### src/rtl/selfcheck_pkg.sv
// Shared types for the commit self-check monitor.
// No logic and no latency; only the state encoding, the commit record and register-file constants.
// No flow control here; consumers are passive taps.
package selfcheck_pkg;

  // RISC-V integer register file size and the index width it implies.
  localparam int NUM_ARCH_REGS = 32;
  localparam int RD_W          = $clog2(NUM_ARCH_REGS);

  // Default datapath width of the RV32 core, used for the packed commit view.
  localparam int PKG_XLEN = 32;

  typedef enum logic [2:0] {
    IDLE,
    RUN,
    PASS,
    FAIL,
    TIMEOUT
  } state_t;

  // One architectural register commit: destination and written value.
  typedef struct packed {
    logic [RD_W-1:0]     rd;
    logic [PKG_XLEN-1:0] data;
  } commit_t;

endpackage

### src/rtl/selfcheck_expect_mem.sv
// Expected-commit table: DEPTH entries of {rd, data}, one write port, one async read port.
// Write lands at the clock edge; read is combinational on raddr (zero-cycle).
// No backpressure; writes are always accepted when we is high.
//
// Ports:
//   clk            write clock
//   we/waddr       write enable and entry index
//   wrd/wdata      entry contents to store
//   raddr          read index
//   rrd/rdata      entry contents at raddr (combinational)
module selfcheck_expect_mem
  import selfcheck_pkg::*;
#(
  parameter int XLEN  = 32,
  parameter int DEPTH = 16
) (
  input  logic                     clk,
  input  logic                     we,
  input  logic [$clog2(DEPTH)-1:0] waddr,
  input  logic [RD_W-1:0]          wrd,
  input  logic [XLEN-1:0]          wdata,
  input  logic [$clog2(DEPTH)-1:0] raddr,
  output logic [RD_W-1:0]          rrd,
  output logic [XLEN-1:0]          rdata
);

  // Table contents are deliberately not reset so a program can be reused
  // across resets and restarts.
  logic [RD_W-1:0] rd_mem   [DEPTH];
  logic [XLEN-1:0] data_mem [DEPTH];

  always_ff @(posedge clk) begin
    if (we) begin
      rd_mem[waddr]   <= wrd;
      data_mem[waddr] <= wdata;
    end
  end

  // Asynchronous read so a commit in the first RUN cycle sees entry 0.
  assign rrd   = rd_mem[raddr];
  assign rdata = data_mem[raddr];

endmodule

### src/rtl/commit_selfcheck_monitor.sv
// Checks the core's ordered register-commit stream against a programmed table; reports pass/mismatch/timeout.
// Status and statistics are registered: they update one cycle after the deciding commit or cycle.
// No backpressure; a passive tap on the writeback port that never stalls the core.
//
// Ports:
//   clk, rst                          clock, async active-high reset
//   cfg_we/cfg_addr/cfg_rd/cfg_data   table write (dropped while busy)
//   cfg_len                           number of valid entries, sampled on start
//   start                             begin/restart a run (ignored while busy)
//   wb_RegWrite/wb_rd/wb_data, stall  core writeback tap and hazard stall
//   busy/done/pass/fail_mismatch/fail_timeout  run status
//   fail_idx/got_rd/got_data          offending entry index and commit
//   cycle_count/stall_count/commit_count  saturating run statistics
module commit_selfcheck_monitor
  import selfcheck_pkg::*;
#(
  parameter int XLEN           = 32,
  parameter int DEPTH          = 16,
  parameter int TIMEOUT_CYCLES = 1000,
  parameter int CNT_W          = 16
) (
  input  logic                     clk,
  input  logic                     rst,
  input  logic                     cfg_we,
  input  logic [$clog2(DEPTH)-1:0] cfg_addr,
  input  logic [RD_W-1:0]          cfg_rd,
  input  logic [XLEN-1:0]          cfg_data,
  input  logic [$clog2(DEPTH):0]   cfg_len,
  input  logic                     start,
  input  logic                     wb_RegWrite,
  input  logic [RD_W-1:0]          wb_rd,
  input  logic [XLEN-1:0]          wb_data,
  input  logic                     stall,
  output logic                     busy,
  output logic                     done,
  output logic                     pass,
  output logic                     fail_mismatch,
  output logic                     fail_timeout,
  output logic [$clog2(DEPTH)-1:0] fail_idx,
  output logic [RD_W-1:0]          got_rd,
  output logic [XLEN-1:0]          got_data,
  output logic [CNT_W-1:0]         cycle_count,
  output logic [CNT_W-1:0]         stall_count,
  output logic [CNT_W-1:0]         commit_count
);

  localparam int AW = $clog2(DEPTH);
  localparam int LW = AW + 1;
  // Separate run timer so the timeout still fires when TIMEOUT_CYCLES
  // exceeds what the saturating statistic counter can represent.
  localparam int TW = $clog2(TIMEOUT_CYCLES + 1);

  localparam logic [LW-1:0] DEPTH_L  = LW'(DEPTH);
  localparam logic [TW-1:0] TMO_LAST = TW'(TIMEOUT_CYCLES - 1);

  state_t            state_q, state_d;
  logic [AW-1:0]     ptr_q,   ptr_d;
  logic [LW-1:0]     len_q,   len_d;
  logic [TW-1:0]     tmr_q,   tmr_d;
  logic [CNT_W-1:0]  cyc_q,   cyc_d;
  logic [CNT_W-1:0]  stl_q,   stl_d;
  logic [CNT_W-1:0]  cmt_q,   cmt_d;
  logic [AW-1:0]     fidx_q,  fidx_d;
  logic [RD_W-1:0]   grd_q,   grd_d;
  logic [XLEN-1:0]   gdat_q,  gdat_d;

  logic              tbl_we;
  logic [RD_W-1:0]   exp_rd;
  logic [XLEN-1:0]   exp_data;
  logic              commit;
  logic              hit;
  logic              last;
  logic              tmo;

  function automatic logic [CNT_W-1:0] sat_inc(input logic [CNT_W-1:0] v);
    return (v == '1) ? v : v + CNT_W'(1);
  endfunction

  // Table writes are locked out only while a run is consuming the table;
  // a write in the start cycle lands before the first RUN read.
  assign tbl_we = cfg_we && (state_q != RUN);

  selfcheck_expect_mem #(
    .XLEN  (XLEN),
    .DEPTH (DEPTH)
  ) u_expect_mem (
    .clk   (clk),
    .we    (tbl_we),
    .waddr (cfg_addr),
    .wrd   (cfg_rd),
    .wdata (cfg_data),
    .raddr (ptr_q),
    .rrd   (exp_rd),
    .rdata (exp_data)
  );

  // Writes to x0 are architecturally invisible, so they are neither
  // compared nor counted.
  assign commit = wb_RegWrite && (wb_rd != '0);
  assign hit    = commit && (wb_rd == exp_rd) && (wb_data == exp_data);
  assign last   = ({1'b0, ptr_q} == (len_q - LW'(1)));
  assign tmo    = (tmr_q == TMO_LAST);

  always_comb begin
    state_d = state_q;
    ptr_d   = ptr_q;
    len_d   = len_q;
    tmr_d   = tmr_q;
    cyc_d   = cyc_q;
    stl_d   = stl_q;
    cmt_d   = cmt_q;
    fidx_d  = fidx_q;
    grd_d   = grd_q;
    gdat_d  = gdat_q;

    case (state_q)
      RUN: begin
        // Priority: completing match, then mismatch, then timeout.
        if (hit && last) begin
          state_d = PASS;
          cmt_d   = sat_inc(cmt_q);
          cyc_d   = sat_inc(cyc_q);
          if (stall) stl_d = sat_inc(stl_q);
        end else if (commit && !hit) begin
          state_d = FAIL;
          fidx_d  = ptr_q;
          grd_d   = wb_rd;
          gdat_d  = wb_data;
          cyc_d   = sat_inc(cyc_q);
          if (stall) stl_d = sat_inc(stl_q);
        end else begin
          if (hit) begin
            ptr_d = ptr_q + AW'(1);
            cmt_d = sat_inc(cmt_q);
          end
          if (tmo) begin
            // The deciding timeout cycle is not added to the statistics,
            // so cycle_count reads TIMEOUT_CYCLES-1 afterwards.
            state_d = TIMEOUT;
            fidx_d  = ptr_d;
          end else begin
            tmr_d = tmr_q + TW'(1);
            cyc_d = sat_inc(cyc_q);
            if (stall) stl_d = sat_inc(stl_q);
          end
        end
      end

      default: begin
        // IDLE and all terminal states: wait for (re)start.
        if (start) begin
          ptr_d   = '0;
          tmr_d   = '0;
          cyc_d   = '0;
          stl_d   = '0;
          cmt_d   = '0;
          fidx_d  = '0;
          grd_d   = '0;
          gdat_d  = '0;
          len_d   = (cfg_len > DEPTH_L) ? DEPTH_L : cfg_len;
          state_d = (cfg_len == '0) ? PASS : RUN;
        end
      end
    endcase
  end

  always_ff @(posedge clk or posedge rst) begin
    if (rst) begin
      state_q <= IDLE;
      ptr_q   <= '0;
      len_q   <= '0;
      tmr_q   <= '0;
      cyc_q   <= '0;
      stl_q   <= '0;
      cmt_q   <= '0;
      fidx_q  <= '0;
      grd_q   <= '0;
      gdat_q  <= '0;
    end else begin
      state_q <= state_d;
      ptr_q   <= ptr_d;
      len_q   <= len_d;
      tmr_q   <= tmr_d;
      cyc_q   <= cyc_d;
      stl_q   <= stl_d;
      cmt_q   <= cmt_d;
      fidx_q  <= fidx_d;
      grd_q   <= grd_d;
      gdat_q  <= gdat_d;
    end
  end

  // Status flags get their own flops, loaded from the next state, so they
  // line up with the state register without decode logic on the outputs.
  always_ff @(posedge clk or posedge rst) begin
    if (rst) begin
      busy          <= 1'b0;
      done          <= 1'b0;
      pass          <= 1'b0;
      fail_mismatch <= 1'b0;
      fail_timeout  <= 1'b0;
    end else begin
      busy          <= (state_d == RUN);
      done          <= (state_d == PASS) || (state_d == FAIL) || (state_d == TIMEOUT);
      pass          <= (state_d == PASS);
      fail_mismatch <= (state_d == FAIL);
      fail_timeout  <= (state_d == TIMEOUT);
    end
  end

  assign fail_idx     = fidx_q;
  assign got_rd       = grd_q;
  assign got_data     = gdat_q;
  assign cycle_count  = cyc_q;
  assign stall_count  = stl_q;
  assign commit_count = cmt_q;

endmodule

### config.mk
export PLATFORM = sky130hd
export DESIGN_NAME = commit_selfcheck_monitor
export DESIGN_NICKNAME = d
export VERILOG_FILES = /design/src/rtl/selfcheck_pkg.sv /design/src/rtl/selfcheck_expect_mem.sv /design/src/rtl/commit_selfcheck_monitor.sv
export SDC_FILE = /design/constraint.sdc
export NUM_CORES = 1
export LEC_CHECK = 0
export CAP_MARGIN = 20
export CORE_AREA = 3 3 258 260
export DETAILED_ROUTE_END_ITERATION = 16
export DIE_AREA = 0 0 261 263
export HOLD_SLACK_MARGIN = 0.02
export PLACE_DENSITY_LB_ADDON = 0.2
export SLEW_MARGIN = 20
export SYNTH_ARGS = -nofsm -noshare
export SYNTH_HDL_FRONTEND = slang
export SYNTH_SLANG_ARGS = --single-unit
### constraint.sdc
create_clock -name clk -period 5.4 [get_ports clk]
set_input_delay 0.54 -clock clk [delete_from_list [all_inputs] [get_ports clk]]
set_output_delay 0.54 -clock clk [all_outputs]
set_load 0.03 [all_outputs]
======== Word-level counts from Yosys, hierarchy flattened ========
Memories as Yosys holds them, arrays and structs flattened.
Index checks and enable logic that the tools add are counted.
operators by class
  add/sub/neg operators ................... 6
  magnitude comparators ................... 1
  eq/ne operators ......................... 21
  mux-type cells .......................... 48
  bitwise operators ....................... 1
  reduce and logical (&&, ||, !) cells .... 19
operator list
  kind                   count
  $mux 16                17
  $mux 32                4
  $mux 10                5
  $add 16x1->16 const B  3
  $eq 16x16->1 const B   3
  $mux 4                 9
  $eq 32x32->1           1
  $mux 5                 5
  $mux 3                 5
  $reduce_and 3->1       4
  $add 10x1->10 const B  1
  $eq 10x10->1 const B   1
  $ne 3x3->1 const B     3
  $ne 2x2->1 const B     4
  $eq 3x1->1 const B     2
  $eq 3x2->1 const B     2
  $logic_and 1x1->1      6
  $eq 4x5->1             1
  $eq 5x5->1             1
  $gt 5x5->1 const B     1
  $logic_not 5->1        1
  $reduce_bool 5->1      1
  $sub 5x1->5 const B    1
  $add 4x1->4 const B    1
  other kinds (11)       14
storage, ports and cells
  register bits ........................... 116
  bits in writable memories ............... 592
  input bits .............................. 89
  output and inout port bits .............. 94
  logic and storage cells ................. 113
  memories kept ........................... 2
memory list
  name                   words  bits a word  read ports  clocked after memory_dff  write ports  line                        source
  u_expect_mem.data_mem  16     32           1           0                         1            selfcheck_expect_mem.sv:30  logic [XLEN-1:0] data_mem [DEPTH];
  u_expect_mem.rd_mem    16     5            1           0                         1            selfcheck_expect_mem.sv:29  logic [RD_W-1:0] rd_mem [DEPTH];

======== Longest topological paths before layout ========
  depth after elaboration ................. 12
  mapped depth ............................ 18
  depth with buffers taken out ............ 12

======== By module ========
A second synthesis with hierarchy kept.
second synthesis, totals
  cell total of the unflattened synthesis .. 1631
  area, all modules ....................... 28557.4 sq um
by module, submodules not included
  module                    instances  cells an instance  area each (sq um)  seq. area each (sq um)
  selfcheck_expect_mem      1          926                22201.3            17777.0
  commit_selfcheck_monitor  1          705                6356.1             2902.8

======== Worst setup path before layout ========
No wires, ideal clock.
  kind .................................... register to register
  start point ............................. register state_q[1]
  end point ............................... memory u_expect_mem.data_mem[0][0], enable pin
  library setup time ...................... 0.478 ns
  arrival time ............................ 3.998 ns
  data required time ...................... 4.922 ns
  path slack .............................. 0.924 ns
  cell stages (with the launch flop) ...... 6
  path buffers ............................ 1
  clock period less this slack ............ 4.476 ns
  cells stage by stage .................... dfrtp_1 nor2_1 and2_0 clkbuf_1 or4b_2 nor3_1
between the ends
  longest elaborated chain between the ends .. 4
RTL lines
  element                       line                             source
  start, declared               commit_selfcheck_monitor.sv:56   state_t state_q, state_d;
  start signal, assigned        commit_selfcheck_monitor.sv:180  state_q <= state_d;
  $ne 3x1->1                    commit_selfcheck_monitor.sv:81   assign tbl_we = cfg_we && (state_q != RUN);
  $logic_and 1x1->1             commit_selfcheck_monitor.sv:81
  $mux 1                        selfcheck_expect_mem.sv:33       if (we) begin
  $mux 1 (implied by the code)  selfcheck_expect_mem.sv:35       data_mem[waddr] <= wdata;
  end, declared                 selfcheck_expect_mem.sv:30
No other way between the ends.

======== Worst setup path after layout ========
  start point ............................. register ptr_q[2]
  end point ............................... register done
between the ends
  longest elaborated chain between the ends .. 12
  elaborated cells between the ends (all ways) .. 18
  classes of those cells .................. 6 x eq/ne; 3 x mux; 7 x reduce/logical; 2 x memory
RTL lines
  element                                                                line                             source
  start, declared                                                        commit_selfcheck_monitor.sv:57   logic [AW-1:0] ptr_q, ptr_d;
  start signal, assigned                                                 commit_selfcheck_monitor.sv:181  ptr_q <= ptr_d;
  parallel branches: the longest is 7 deep, another holds $mem_v2 16x32  -
  $mux 3 (*)                                                             commit_selfcheck_monitor.sv:119  if (hit && last) begin
  $mux 3 (*)                                                             commit_selfcheck_monitor.sv:116  case (state_q)
  via state_d[2]                                                         commit_selfcheck_monitor.sv:56
  $eq 3x2->1                                                             commit_selfcheck_monitor.sv:204  done <= (state_d == PASS) || (state_d == FAIL) || (state_d == TIMEOUT);
  $logic_or 1x1->1                                                       commit_selfcheck_monitor.sv:204
  $logic_or 1x1->1 (*)                                                   commit_selfcheck_monitor.sv:204
  end signal, assigned                                                   commit_selfcheck_monitor.sv:204
  end, declared                                                          commit_selfcheck_monitor.sv:35   output logic done,
Mark *: on every way through the listed nets, which the timed path passes.
A chain may end at the register's enable or synchronous reset.

==> impl_results.md <==
* Outcome: finished clean
* Fin Setup TNS at 0 ps
* Synth-to-Final Area Change at 19.10%
* Fin nets at approximately 2000
* Clk slew on worst S/H paths at around 60 ps
* Rows at between 90 and 100
* Maxcap violations at 0
* Ys flop type: edfxtp_1
* Post-synthesis xor/xnor area fraction at 0.01275
* Worst path max stage delay at about 900 ps
* Io pins at 183
* Req. time, crit path at approximately 5900 ps
* Cts repair resizes at 0
* Slew margin rel. at 0.2372
* RePlAce Congestion at 0.7879
* Simple-gate share of the synthesized area at 0.06421
* Max-slew violation count at 0
* Mapped Area at roughly 29000 um^2
* Number of port buffers at 182
* Pre-CTS setup slack at roughly 200 ps
* Register area at between 20000 and 25000 um^2
* Initial drt markers at ~1800
* Clk_skew at just over 30 ps
* Achievable clock frequency at 0.1983 GHz
* Largest net degree at the start of global routing at 71
* Initial antenna violation count at 3
* Multi-input logic area at between 7000 and 8000 um^2
* Netlist cell types at 70
* Routed Wire Length at about 77000 um
* Core area at 64350 um^2
* Synth warnings at 0
* First-pass GRT wire length at 112900 um
* WHS at between 400 and 500 ps
* Critical path data arrival time at 5570 ps
* Max VDD drop at 0.2264 mV
* Layout cells sized above 1 at 0.1781
* Fraction of registers with async set/reset at 0.1638
* Placed instance count at about 2700
* Slowest CP cell: dfrtp_4
* Vias per cell at around 5.9
* Post-CTS Setup Repair Bufs at 0
* Synth Area in Adders at 0.002603
* Largest family of logic cells by synthesized area: multiplexers
* Num Clock Sinks at roughly 710
* Post-synthesis sequential area ratio at 0.7170
* Hold crit path type: input pin to asynchronous set/reset pin
* Syn Inst Count at 1658
* Clk root buf: clkbuf_16
* Syn nets at ~1800
* Vias in the first global route at approximately 17000
* Period minus WS final at just over 5000 ps
* Final Cell Area at ~34000 um^2
* Starting density of the core at 0.4482
* CTS tree: yes
* Routed Antenna Nets at 0
* Yosys reg bits at around 700
* Final worst slack at between 300 and 400 ps
* Routed length per placed instance at 27.47 um
* Non-Filler Instances at around 2800
* TritonCTS Buffers at 74
* CTS Hold Bufs at 0
* Total track usage at 0.2244
* Post-synth EDFFs at approximately 590
* Pwr dens at about 390 nW/um^2
* Placed inst area at about 32000 um^2
* Worst skew pair latency at approximately 610 ps
* CTS max path bufs at 3
* WS Path Type: flop to flop
* Fin crit share at 0.9339
* Complex-gate fraction of the synthesized area at 0.05011
* Initial DRT Pass Iterations at 5
* Leakage at between 10 and 15 nW
* Remaining global-route overflow at 0
* DP Wirelength at approximately 46000 um
* Most common cell on crit path: buf_12
* Mux contribution to synthesized area at 0.1338
* CP endpoint kind: flop
* H-tree depth at 3
* Final Setup Violations at 0
* Die Wd at between 200 and 300 um
* Worst Tran Pin Value at ~1100 ps
* Unrepaired setup endpoints after global routing: no
* CP Cell Sequence: buf_12 > mux4_2 > mux2_2 > o2111ai_1 > xor2_1 > nand4_1 > or4_4 > nor4_1 > buf_4 > or2_1 > buf_12 > a21o_1 > mux2i_1
* Via count at 16580
* Die H at between 200 and 300 um
* Crit path launch type: flop
* Post-Syn Area per Cell at 17.40 um^2
* Fill count at between 5000 and 6000
* CP Max Fanout at 44
* Die area at 68640 um^2
* DR DRC count at 0
* Ant diodes at 0
* Final hold violation count at 0
path summary, 6_finish.rpt:
check | from | to | slack, ps | cells past startpoint
min | rst | cycle_count[5]$_DFFE_PP0P_ | 460 | 2
max in group asynchronous | rst | commit_count[12]$_DFFE_PP0P_ | 3820 | 3
min in group clk | tmr_q[0]$_DFFE_PP0P_ | tmr_q[0]$_DFFE_PP0P_ | 510 | 1
max reg2reg | ptr_q[2]$_DFFE_PP0P_ | done$_DFF_PP0_ | 360 | 13
max | ptr_q[2]$_DFFE_PP0P_ | done$_DFF_PP0_ | 360 | 13
min reg2reg | tmr_q[0]$_DFFE_PP0P_ | tmr_q[0]$_DFFE_PP0P_ | 510 | 1
worst max-delay path: cells and delay by family, from the launching register on:
| family | cells | cell delay, ps |
|---|---|---|
| AND/OR/NAND/NOR | 4 | 1590 |
| multiplexers | 3 | 1020 |
| flip-flops | 1 | 910 |
| buffers and inverters | 3 | 730 |
| AO/OA/AOI/OAI | 2 | 460 |
| XOR/XNOR | 1 | 170 |
cells by family (layout without fill, tap and decap cells):
kind of cell / count (synthesis) / count (layout)
flops: 708 / 708
xor+xnor: 42 / 42
compound gates: 225 / 225
mux: 205 / 205
buf+inv: 109 / 388
simple gates: 363 / 363
fa+ha+maj: 6 / 6
where the power goes:
| group | total [mW] | internal (mW) | leakage, nW | switching [mW] |
|---|---|---|---|---|
| Clock | 5.10 | 3.00 | 1.18 | 2.09 |
| Sequential | 6.40 | 6.22 | 6.88 | 0.176 |
| Combinational | 1.80 | 0.620 | 3.18 | 1.18 |
| Total | 13.3 | 9.85 | 11.2 | 3.45 |
routing by layer:
metal	GRT usage	part of all wire	vias up
met1	0.3255	0.43	8701
met5	0	0.00060	-
li1	-	-	7091
met2	0.3550	0.48	686
met3	0.04089	0.078	97
met4	0.05514	0.017	6
stage by stage:
step / total power, mW / utilization
final: 13.29 / 0.5338
after global routing: 13.79 / 0.5338
after global placement: 8.272 / 0.4958
after floorplan: 7.450 / -
after CTS: 13.41 / 0.5335
after detailed placement: 8.320 / 0.4958
state kept, by name (all words and copies together) (netlist names), 5 cells and up:
register,count
u_expect_mem.rd_mem,80
tmr_q,10
u_expect_mem.data_mem,512
got_data,32
len_q,5
got_rd,5
cycle_count,16
stall_count,16
commit_count,16
final cells by class:
type                       count  share of cell area
inverter                      21            0.002441
timing repair buffer         233             0.06782
sequential                   708              0.6025
multi-input combinational    841              0.2254
clock inverter                35             0.01009
tap                          855             0.03114
clock buffer                  99             0.06061
cells in the mapped netlist (19+ instances only):
library cell	instances	area, um^2
nand4_1	21	131.4
or3_1	27	168.9
dfrtp_1	116	2903
edfxtp_1	592	17780
buf_2	19	95.09
nand3_1	28	140.1
mux4_2	144	3243
xnor2_1	30	262.8
clkbuf_1	39	146.4
o21ai_0	80	400.4
nand2_1	137	514.2
inv_1	19	71.32
a21oi_1	41	205.2
mux2i_1	56	560.5
nor2_1	39	146.4
cell usage in the layout, fill, tap and decap left out, types with 13 or more instances in the layout:
cell             synthesis  routed
nand3_1                 28      28
nand4_1                 21      21
buf_4                   10      41
edfxtp_1               592     592
a22oi_1                 15      15
clkdlybuf4s50_1          0     182
o211ai_1                13      13
xnor2_1                 30      30
clkbuf_1                39      17
mux4_2                 144     144
nor2_4                   0      13
mux2i_1                 56      56
a21oi_1                 41      41
dfrtp_1                116     112
or4_1                   17      17
nand2_1                137     136
nor2_1                  39      26
o21ai_0                 80      80
or3_1                   27      27
and3_1                  17      17
inv_1                   19      18
clkbuf_16                0      79
Power figures use the tool's default switching activity.
